File: src/rtl/cu_data_read_engine_multi_channel.sv
// cu_data_read_engine_multi_channel
// Multi-channel cacheline read command engine. Each channel holds one job
// (base address + element count) and walks it in CL_ELEMS-element
// cacheline commands. A round-robin arbiter merges the channels onto a single
// registered command port, throttled by cmd_alfull and a global
// outstanding-command credit. Responses are accumulated per channel, and a
// channel reports done once every requested element has come back.
//
// Ports:
//   clock, rst          rising-edge clock, synchronous active-high reset
//   enabled_in          global enable (registered one cycle before use)
//   cfg_*               job load strobe / target channel / job attributes
//   cfg_error           one-cycle pulse: load hit a busy (ISSUE/DRAIN) channel
//   cmd_alfull          downstream command buffer almost-full
//   cmd_*               registered read command (valid one cycle per command)
//   rsp_*               read response strobe / channel / element count
//   done_count          per-channel returned-element counters, ch0 in LSBs
//   channel_done        per-channel level, channel is in DONE
//   outstanding         global issued-but-unanswered command count
//   rsp_error           sticky: response to an idle/done channel or with
//                       nothing outstanding
//
// Channel states:
//   state    | meaning
//   ---------+------------------------------------------------------------
//   IDLE     | no job since reset; accepts a load
//   ISSUE    | job loaded, elements remain to be requested
//   DRAIN    | every command issued, waiting for responses
//   DONE     | all elements returned; accepts a new load
module cu_data_read_engine_multi_channel #(
    parameter int NUM_CHANNELS    = 4,
    parameter int CH_W            = $clog2(NUM_CHANNELS),
    parameter int ADDR_W          = 64,
    parameter int SIZE_W          = 32,
    parameter int CL_ELEMS        = 16,
    parameter int CL_BYTES        = 128,
    parameter int MAX_OUTSTANDING = 32,
    parameter int OUT_W           = $clog2(MAX_OUTSTANDING + 1),
    parameter int RS_W            = $clog2(CL_ELEMS + 1)
) (
    input  logic                           clock,
    input  logic                           rst,
    input  logic                           enabled_in,
    input  logic                           cfg_valid,
    input  logic [CH_W-1:0]                cfg_channel,
    input  logic [ADDR_W-1:0]              cfg_base,
    input  logic [SIZE_W-1:0]              cfg_size,
    input  logic [2:0]                     cfg_abt,
    input  logic                           cfg_cached,
    output logic                           cfg_error,
    input  logic                           cmd_alfull,
    output logic                           cmd_valid,
    output logic [CH_W-1:0]                cmd_channel,
    output logic [ADDR_W-1:0]              cmd_address,
    output logic [RS_W-1:0]                cmd_real_size,
    output logic                           cmd_cached,
    output logic [2:0]                     cmd_abt,
    input  logic                           rsp_valid,
    input  logic [CH_W-1:0]                rsp_channel,
    input  logic [RS_W-1:0]                rsp_real_size,
    output logic [NUM_CHANNELS*SIZE_W-1:0] done_count,
    output logic [NUM_CHANNELS-1:0]        channel_done,
    output logic [OUT_W-1:0]               outstanding,
    output logic                           rsp_error
);

    typedef enum logic [1:0] {
        ST_IDLE  = 2'd0,
        ST_ISSUE = 2'd1,
        ST_DRAIN = 2'd2,
        ST_DONE  = 2'd3
    } ch_state_e;

    ch_state_e          state_q     [NUM_CHANNELS];
    logic [ADDR_W-1:0]  base_q      [NUM_CHANNELS];
    logic [ADDR_W-1:0]  offset_q    [NUM_CHANNELS];
    logic [SIZE_W-1:0]  remaining_q [NUM_CHANNELS];
    logic [SIZE_W-1:0]  size_q      [NUM_CHANNELS];
    logic [2:0]         abt_q       [NUM_CHANNELS];
    logic               cached_q    [NUM_CHANNELS];
    logic [SIZE_W-1:0]  done_cnt_q  [NUM_CHANNELS];
    logic [SIZE_W-1:0]  done_cnt_d  [NUM_CHANNELS];

    logic               enabled_q;
    logic [CH_W-1:0]    rr_q;
    logic [OUT_W-1:0]   outstanding_q;
    logic               cfg_error_q;
    logic               rsp_error_q;
    logic               cmd_valid_q;
    logic [CH_W-1:0]    cmd_channel_q;
    logic [ADDR_W-1:0]  cmd_address_q;
    logic [RS_W-1:0]    cmd_real_size_q;
    logic               cmd_cached_q;
    logic [2:0]         cmd_abt_q;

    logic               can_issue;
    logic               grant_vld;
    logic [CH_W-1:0]    grant_ch;
    logic [CH_W-1:0]    idx;
    logic [RS_W-1:0]    real_size_d;
    logic               rsp_ok;
    logic               cfg_hit;
    logic               cfg_busy;

    // Arbitration and response qualification. The search walks from the
    // farthest offset down to the pointer so the nearest eligible channel
    // at or after rr_q is the last (winning) assignment.
    always_comb begin
        can_issue = enabled_q && !cmd_alfull &&
                    (outstanding_q < OUT_W'(MAX_OUTSTANDING));
        grant_vld = 1'b0;
        grant_ch  = '0;
        idx       = '0;
        for (int i = NUM_CHANNELS - 1; i >= 0; i--) begin
            idx = rr_q + CH_W'(i);
            if (can_issue && (state_q[idx] == ST_ISSUE)) begin
                grant_vld = 1'b1;
                grant_ch  = idx;
            end
        end

        if (remaining_q[grant_ch] > SIZE_W'(CL_ELEMS))
            real_size_d = RS_W'(CL_ELEMS);
        else
            real_size_d = RS_W'(remaining_q[grant_ch]);

        rsp_ok = rsp_valid &&
                 ((state_q[rsp_channel] == ST_ISSUE) ||
                  (state_q[rsp_channel] == ST_DRAIN)) &&
                 (outstanding_q != '0);

        cfg_hit  = cfg_valid && enabled_q;
        cfg_busy = (state_q[cfg_channel] == ST_ISSUE) ||
                   (state_q[cfg_channel] == ST_DRAIN);

        for (int c = 0; c < NUM_CHANNELS; c++) begin
            done_cnt_d[c] = done_cnt_q[c];
            if (rsp_ok && (rsp_channel == CH_W'(c)))
                done_cnt_d[c] = done_cnt_q[c] + SIZE_W'(rsp_real_size);
        end
    end

    always_ff @(posedge clock) begin
        if (rst) begin
            enabled_q       <= 1'b0;
            rr_q            <= '0;
            outstanding_q   <= '0;
            cfg_error_q     <= 1'b0;
            rsp_error_q     <= 1'b0;
            cmd_valid_q     <= 1'b0;
            cmd_channel_q   <= '0;
            cmd_address_q   <= '0;
            cmd_real_size_q <= '0;
            cmd_cached_q    <= 1'b0;
            cmd_abt_q       <= '0;
            for (int c = 0; c < NUM_CHANNELS; c++) begin
                state_q[c]     <= ST_IDLE;
                base_q[c]      <= '0;
                offset_q[c]    <= '0;
                remaining_q[c] <= '0;
                size_q[c]      <= '0;
                abt_q[c]       <= '0;
                cached_q[c]    <= 1'b0;
                done_cnt_q[c]  <= '0;
            end
        end else begin
            enabled_q   <= enabled_in;
            cfg_error_q <= cfg_hit && cfg_busy;
            cmd_valid_q <= grant_vld;

            if (grant_vld) begin
                cmd_channel_q   <= grant_ch;
                cmd_address_q   <= base_q[grant_ch] + offset_q[grant_ch];
                cmd_real_size_q <= real_size_d;
                cmd_cached_q    <= cached_q[grant_ch];
                cmd_abt_q       <= abt_q[grant_ch];
                rr_q            <= grant_ch + CH_W'(1);
            end

            // Simultaneous issue and response cancel out.
            if (grant_vld && !rsp_ok)
                outstanding_q <= outstanding_q + OUT_W'(1);
            else if (!grant_vld && rsp_ok)
                outstanding_q <= outstanding_q - OUT_W'(1);

            if (rsp_valid && !rsp_ok)
                rsp_error_q <= 1'b1;

            for (int c = 0; c < NUM_CHANNELS; c++) begin
                done_cnt_q[c] <= done_cnt_d[c];
                case (state_q[c])
                    ST_IDLE, ST_DONE: begin
                        if (cfg_hit && (cfg_channel == CH_W'(c))) begin
                            base_q[c]      <= cfg_base;
                            offset_q[c]    <= '0;
                            remaining_q[c] <= cfg_size;
                            size_q[c]      <= cfg_size;
                            abt_q[c]       <= cfg_abt;
                            cached_q[c]    <= cfg_cached;
                            done_cnt_q[c]  <= '0;
                            state_q[c]     <= (cfg_size == '0) ? ST_DONE : ST_ISSUE;
                        end
                    end
                    ST_ISSUE: begin
                        if (grant_vld && (grant_ch == CH_W'(c))) begin
                            remaining_q[c] <= remaining_q[c] - SIZE_W'(real_size_d);
                            offset_q[c]    <= offset_q[c] + ADDR_W'(CL_BYTES);
                            if (remaining_q[c] == SIZE_W'(real_size_d))
                                state_q[c] <= ST_DRAIN;
                        end
                    end
                    ST_DRAIN: begin
                        // Compare against the post-response count so done
                        // appears together with the final count update.
                        if (done_cnt_d[c] == size_q[c])
                            state_q[c] <= ST_DONE;
                    end
                    default: state_q[c] <= ST_IDLE;
                endcase
            end
        end
    end

    genvar g;
    generate
        for (g = 0; g < NUM_CHANNELS; g++) begin : g_out
            assign done_count[g*SIZE_W +: SIZE_W] = done_cnt_q[g];
            assign channel_done[g]                = (state_q[g] == ST_DONE);
        end
    endgenerate

    assign cfg_error     = cfg_error_q;
    assign rsp_error     = rsp_error_q;
    assign outstanding   = outstanding_q;
    assign cmd_valid     = cmd_valid_q;
    assign cmd_channel   = cmd_channel_q;
    assign cmd_address   = cmd_address_q;
    assign cmd_real_size = cmd_real_size_q;
    assign cmd_cached    = cmd_cached_q;
    assign cmd_abt       = cmd_abt_q;

endmodule
File: config.mk
export PLATFORM = sky130hd
export DESIGN_NAME = cu_data_read_engine_multi_channel
export DESIGN_NICKNAME = d
export VERILOG_FILES = /design/src/rtl/cu_data_read_engine_multi_channel.sv
export SDC_FILE = /design/constraint.sdc
export NUM_CORES = 2
export LEC_CHECK = 0
export ABC_CLOCK_PERIOD_IN_PS = 8720
export BUFFER_PORTS_ARGS = -buffer_cell sky130_fd_sc_hd__buf_2
export CAP_MARGIN = 25
export CORE_AREA = 5 5 438 440
export DETAILED_ROUTE_END_ITERATION = 8
export DIE_AREA = 0 0 443 445
export GPL_TIMING_DRIVEN = 0
export PLACE_DENSITY_LB_ADDON = 0.12
export SETUP_SLACK_MARGIN = 0.3
export SYNTH_ARGS = -nofsm -noshare
export SYNTH_HDL_FRONTEND = slang
export SYNTH_SLANG_ARGS = --single-unit
File: constraint.sdc
create_clock -name clock -period 8.72 [get_ports clock]
set_input_delay 0.872 -clock clock [delete_from_list [all_inputs] [get_ports clock]]
set_output_delay 0.872 -clock clock [all_outputs]
set_load 0.02 [all_outputs]
==> key figures <==
Outcome
  • Status: finished, final reports clean

Pwr
  • Psw: about 3.5 mW
  • Internal power: 8.83 mW
  • Switch share: 28.4%
  • Proportion of power drawn by combinational gates: between 10% and 20%
  • Leakage: 24.3 nW
  • Cell Pwr Density: approximately 190 mW/mm²
  • Pwr Total: about 12 mW
  • Clock power share: between 40% and 50%
  • Sequential power share: roughly 45%
  • Max VDD drop: approximately 0.18 mV

Clocking
  • CTS buffer count: 121
  • Post-CTS setup buffer count: 0
  • Clk buf depth: 3
  • CTS H-tree depth: 3
  • CTS Root Cell: clkbuf_16
  • CTS tree: built
  • Clock-pin slew on the worst setup and hold paths: approximately 0.06 ns
  • Hold bufs inserted after CTS: 0
  • CTS Sinks: between 900 and 1k
  • Clk_lat worst skew: 0.79 ns
  • Post-CTS sizing: 31

Synthesis
  • Prevailing post-synth register cell: edfxtp_1
  • Register area share after synthesis: between 50% and 60%
  • Asr flop ratio synth: 0%
  • EDFF count, synth: 860
  • Mapped Area: 0.0559 mm²
  • Avg Synthesized Cell Area: just under 10 µm²
  • Yosys cell types: 98
  • Cells after Synth: 5,757
  • Ys Warns: 0
  • Register bit total from synthesis: between 900 and 1k

Global routing
  • GRT Total Usage: roughly a fifth
  • Grt ovf: 0
  • First-pass GRT wire length: between 300 and 400 mm
  • Largest net degree at the start of global routing: 57
  • Initial antenna violation count: 35
  • Number of global-route vias before repair: 43.8k

Final layout
  • Fraction of layout cells with a size suffix above 1: 10.5%
  • Area occupied by multi-input gates: 0.0268 mm²
  • Layout net count: 6,582
  • Register area: approximately 0.028 mm²
  • Fin cells: roughly 9.0k
  • Fin area: between 0.06 and 0.07 mm²
  • Area grow syn2layout: 18.0%
  • # fillers: 19.3k

Worst setup path
  • Worst EP arrival: about 9.0 ns
  • CP max stage delay: between 0.7 and 0.8 ns
  • Setup crit end kind: flop
  • Crit Path Max Fanout: 10
  • CP Buf/Inv Count: 5
  • Worst setup path class: reg -> reg
  • Slowest cell on crit path: clkbuf_1
  • CP Depth: 24
  • CP required: between 9 and 10 ns
  • Family with the most delay on the worst path: compound AO/OA/AOI/OAI gates
  • CP startpoint kind: flop
  • R2R cell count: 24
  • Worst-path cell chain: nor2b_1 -> mux4_2 -> a2111o_1 -> a21o_1 -> clkbuf_1 -> inv_2 -> clkbuf_2 -> clkbuf_2 -> clkbuf_1 -> nand2_1 -> a31oi_1 -> ha_1 -> a211oi_1 -> o21ai_0 -> and3_1 -> o21ai_0 -> a311oi_1 -> nor3_2 -> o2111ai_1 -> a31o_2 -> o31ai_1 -> xnor2_1 -> nand2_1 -> a21oi_1

Placement
  • Gpl congestion: roughly 0.9
  • Port Buf Inserts: 330
  • Hpwl dp: between 150 and 200 mm
  • Place WS: -0.496 ns
  • Post-DP Area: roughly 0.062 mm²
  • Placed cell count: between 8k and 9k

Detailed routing
  • Post-DR wirelength/cell: between 20 and 25 µm
  • Via-to-Cell Ratio: about 5.0
  • ANT nets after route: 0
  • DR iter-0 viols: 3,388
  • Via Count: 45.1k
  • Routed wire length: between 200 and 250 mm
  • First drt pass iteration count: 5
  • DRC: 0

STA
  • Unrepaired setup endpoints after global routing: yes
  • Worst slew margin: 24.1%
  • Fin. Hold Viols: 0
  • Final TNS setup: 0 ns
  • FMAX: between 100 and 150 MHz
  • Final Critical Period: just over 8 ns
  • Worst Clk Skew: slightly above 0.05 ns
  • Max Slew Vio Count: 0
  • Setup Viol. Count Final: 0
  • Post-route setup slack: ~0.45 ns
  • Fraction of the cycle the final worst path needs: 94.8%
  • Worst-margin pin slew: around 1.1 ns

Run
  • Max_cap viols: 0

Floorplan
  • Die ar.: just under 0.2 mm²
  • Die height: approximately 450 µm
  • Site row count: about 160
  • DIE WIDTH: 443 µm
  • Core Box Area: 0.187 mm²
  • I/O pin cnt: approximately 330
  • Starting density of the core: 29.9%

Min path
  • Hold path depth: 3
  • Worst hold path class: in -> reg
routing by layer:
metal / vias up / GRT usage [%] / wire [µm]
li1: 21466 / - / -
met1: 22076 / 27.2 / 91400
met2: 1302 / 38.2 / 110000
met3: 279 / 2.38 / 9870
met4: 8 / 6.56 / 7100
met5: - / 0 / 47
power groups by stage:
stage | Clock (mW) | Combinational, mW | Sequential [mW]
5_1_grt | 5.47 | 1.81 | 5.54
3_5_place_dp | 0 | 1.67 | 5.61
3_3_place_gp | 0 | 1.63 | 5.65
6_report | 5.13 | 1.67 | 5.52
4_1_cts | 5.25 | 1.68 | 5.52
2_1_floorplan | 0 | 0.920 | 5.64
worst paths after layout:
path                                 startpoint              end  slack, ns
worst max-delay path              state_q[2][0]  cmd_address[56]       0.45
worst min-delay path                  rsp_valid        rsp_error       0.38
worst max register to register    state_q[2][0]  cmd_address[56]       0.45
worst min register to register  cmd_address[31]  cmd_address[31]       0.45
sequential cells by signal (all words and copies together) (netlist names), 2 cells and up, named ones only:
name,flops
base_q,256
offset_q,228
done_cnt_q,128
remaining_q,128
size_q,128
cmd_address,64
abt_q,12
state_q,8
outstanding,6
cmd_real_size,5
cached_q,4
cmd_abt,3
cmd_channel,2
rr_q,2
logic make-up (layout without fill, tap and decap cells):
logic type	count (synthesis)	count (layout)	synth area share [%]
buf+inv	366	962	2.50
flops	981	981	50.5
fa+ha+maj	127	127	2.96
simple gates	2835	2835	24.7
compound gates	789	789	8.78
other cells	1	114	0.00670
mux	37	37	0.801
xor+xnor	621	621	9.79
cells in the mapped netlist, types with 21 or more instances:
master,instances,area (µm²)
a211oi_1,30,225
a21o_1,36,270
a21oi_1,198,991
a31oi_1,133,832
and2_1,425,2660
and3_1,208,1300
and4_1,21,184
clkbuf_1,251,942
dfxtp_1,121,2420
edfxtp_1,860,25800
ha_1,111,1390
inv_1,86,323
mux2i_1,22,220
nand2_1,962,3610
nand2b_1,45,282
nand3_1,167,836
nand4_1,88,551
nor2_1,606,2270
nor2b_1,45,282
nor3_1,72,360
nor4_1,63,394
o21ai_0,200,1000
o21bai_1,22,165
or3_1,40,250
xnor2_1,342,3000
xor2_1,276,2420
cell usage in the layout (no fill, tap or decap), types with 70 or more instances in the layout:
master,count
nor3_1,70
conb_1,96
nor2_1,606
a31oi_1,118
a21oi_1,198
and2_1,425
o21ai_0,199
nand4_1,88
dfxtp_1,121
xor2_1,276
inv_1,86
ha_1,111
and3_1,208
xnor2_1,342
clkbuf_16,125
edfxtp_1,860
buf_2,349
nand2_1,962
nand3_1,167
clkbuf_1,248
final cells by class:
| type | count | area share, % |
|---|---|---|
| antenna | 18 | 0.0682 |
| tap | 2495 | 4.73 |
| sequential | 981 | 42.8 |
| clock buffer | 156 | 5.05 |
| buffer | 278 | 1.72 |
| inverter | 88 | 0.500 |
| multi-input combinational | 4505 | 40.6 |
| clock inverter | 69 | 1.00 |
| timing repair buffer | 371 | 3.55 |
metrics by stage:
step	hold WS, ns	util (%)
final	0.383	35.3
after global routing	0.348	35.2
after CTS	0.320	35.2
after detailed placement	0.445	33.0
after global placement	0.443	32.6
after floorplan	0.530	-
worst min-delay path, cell delays in order:
cell	delay, ns
buf_2	0.11
a21oi_1	0.06
nor2_1	0.07
Power figures use the tool's default switching activity.
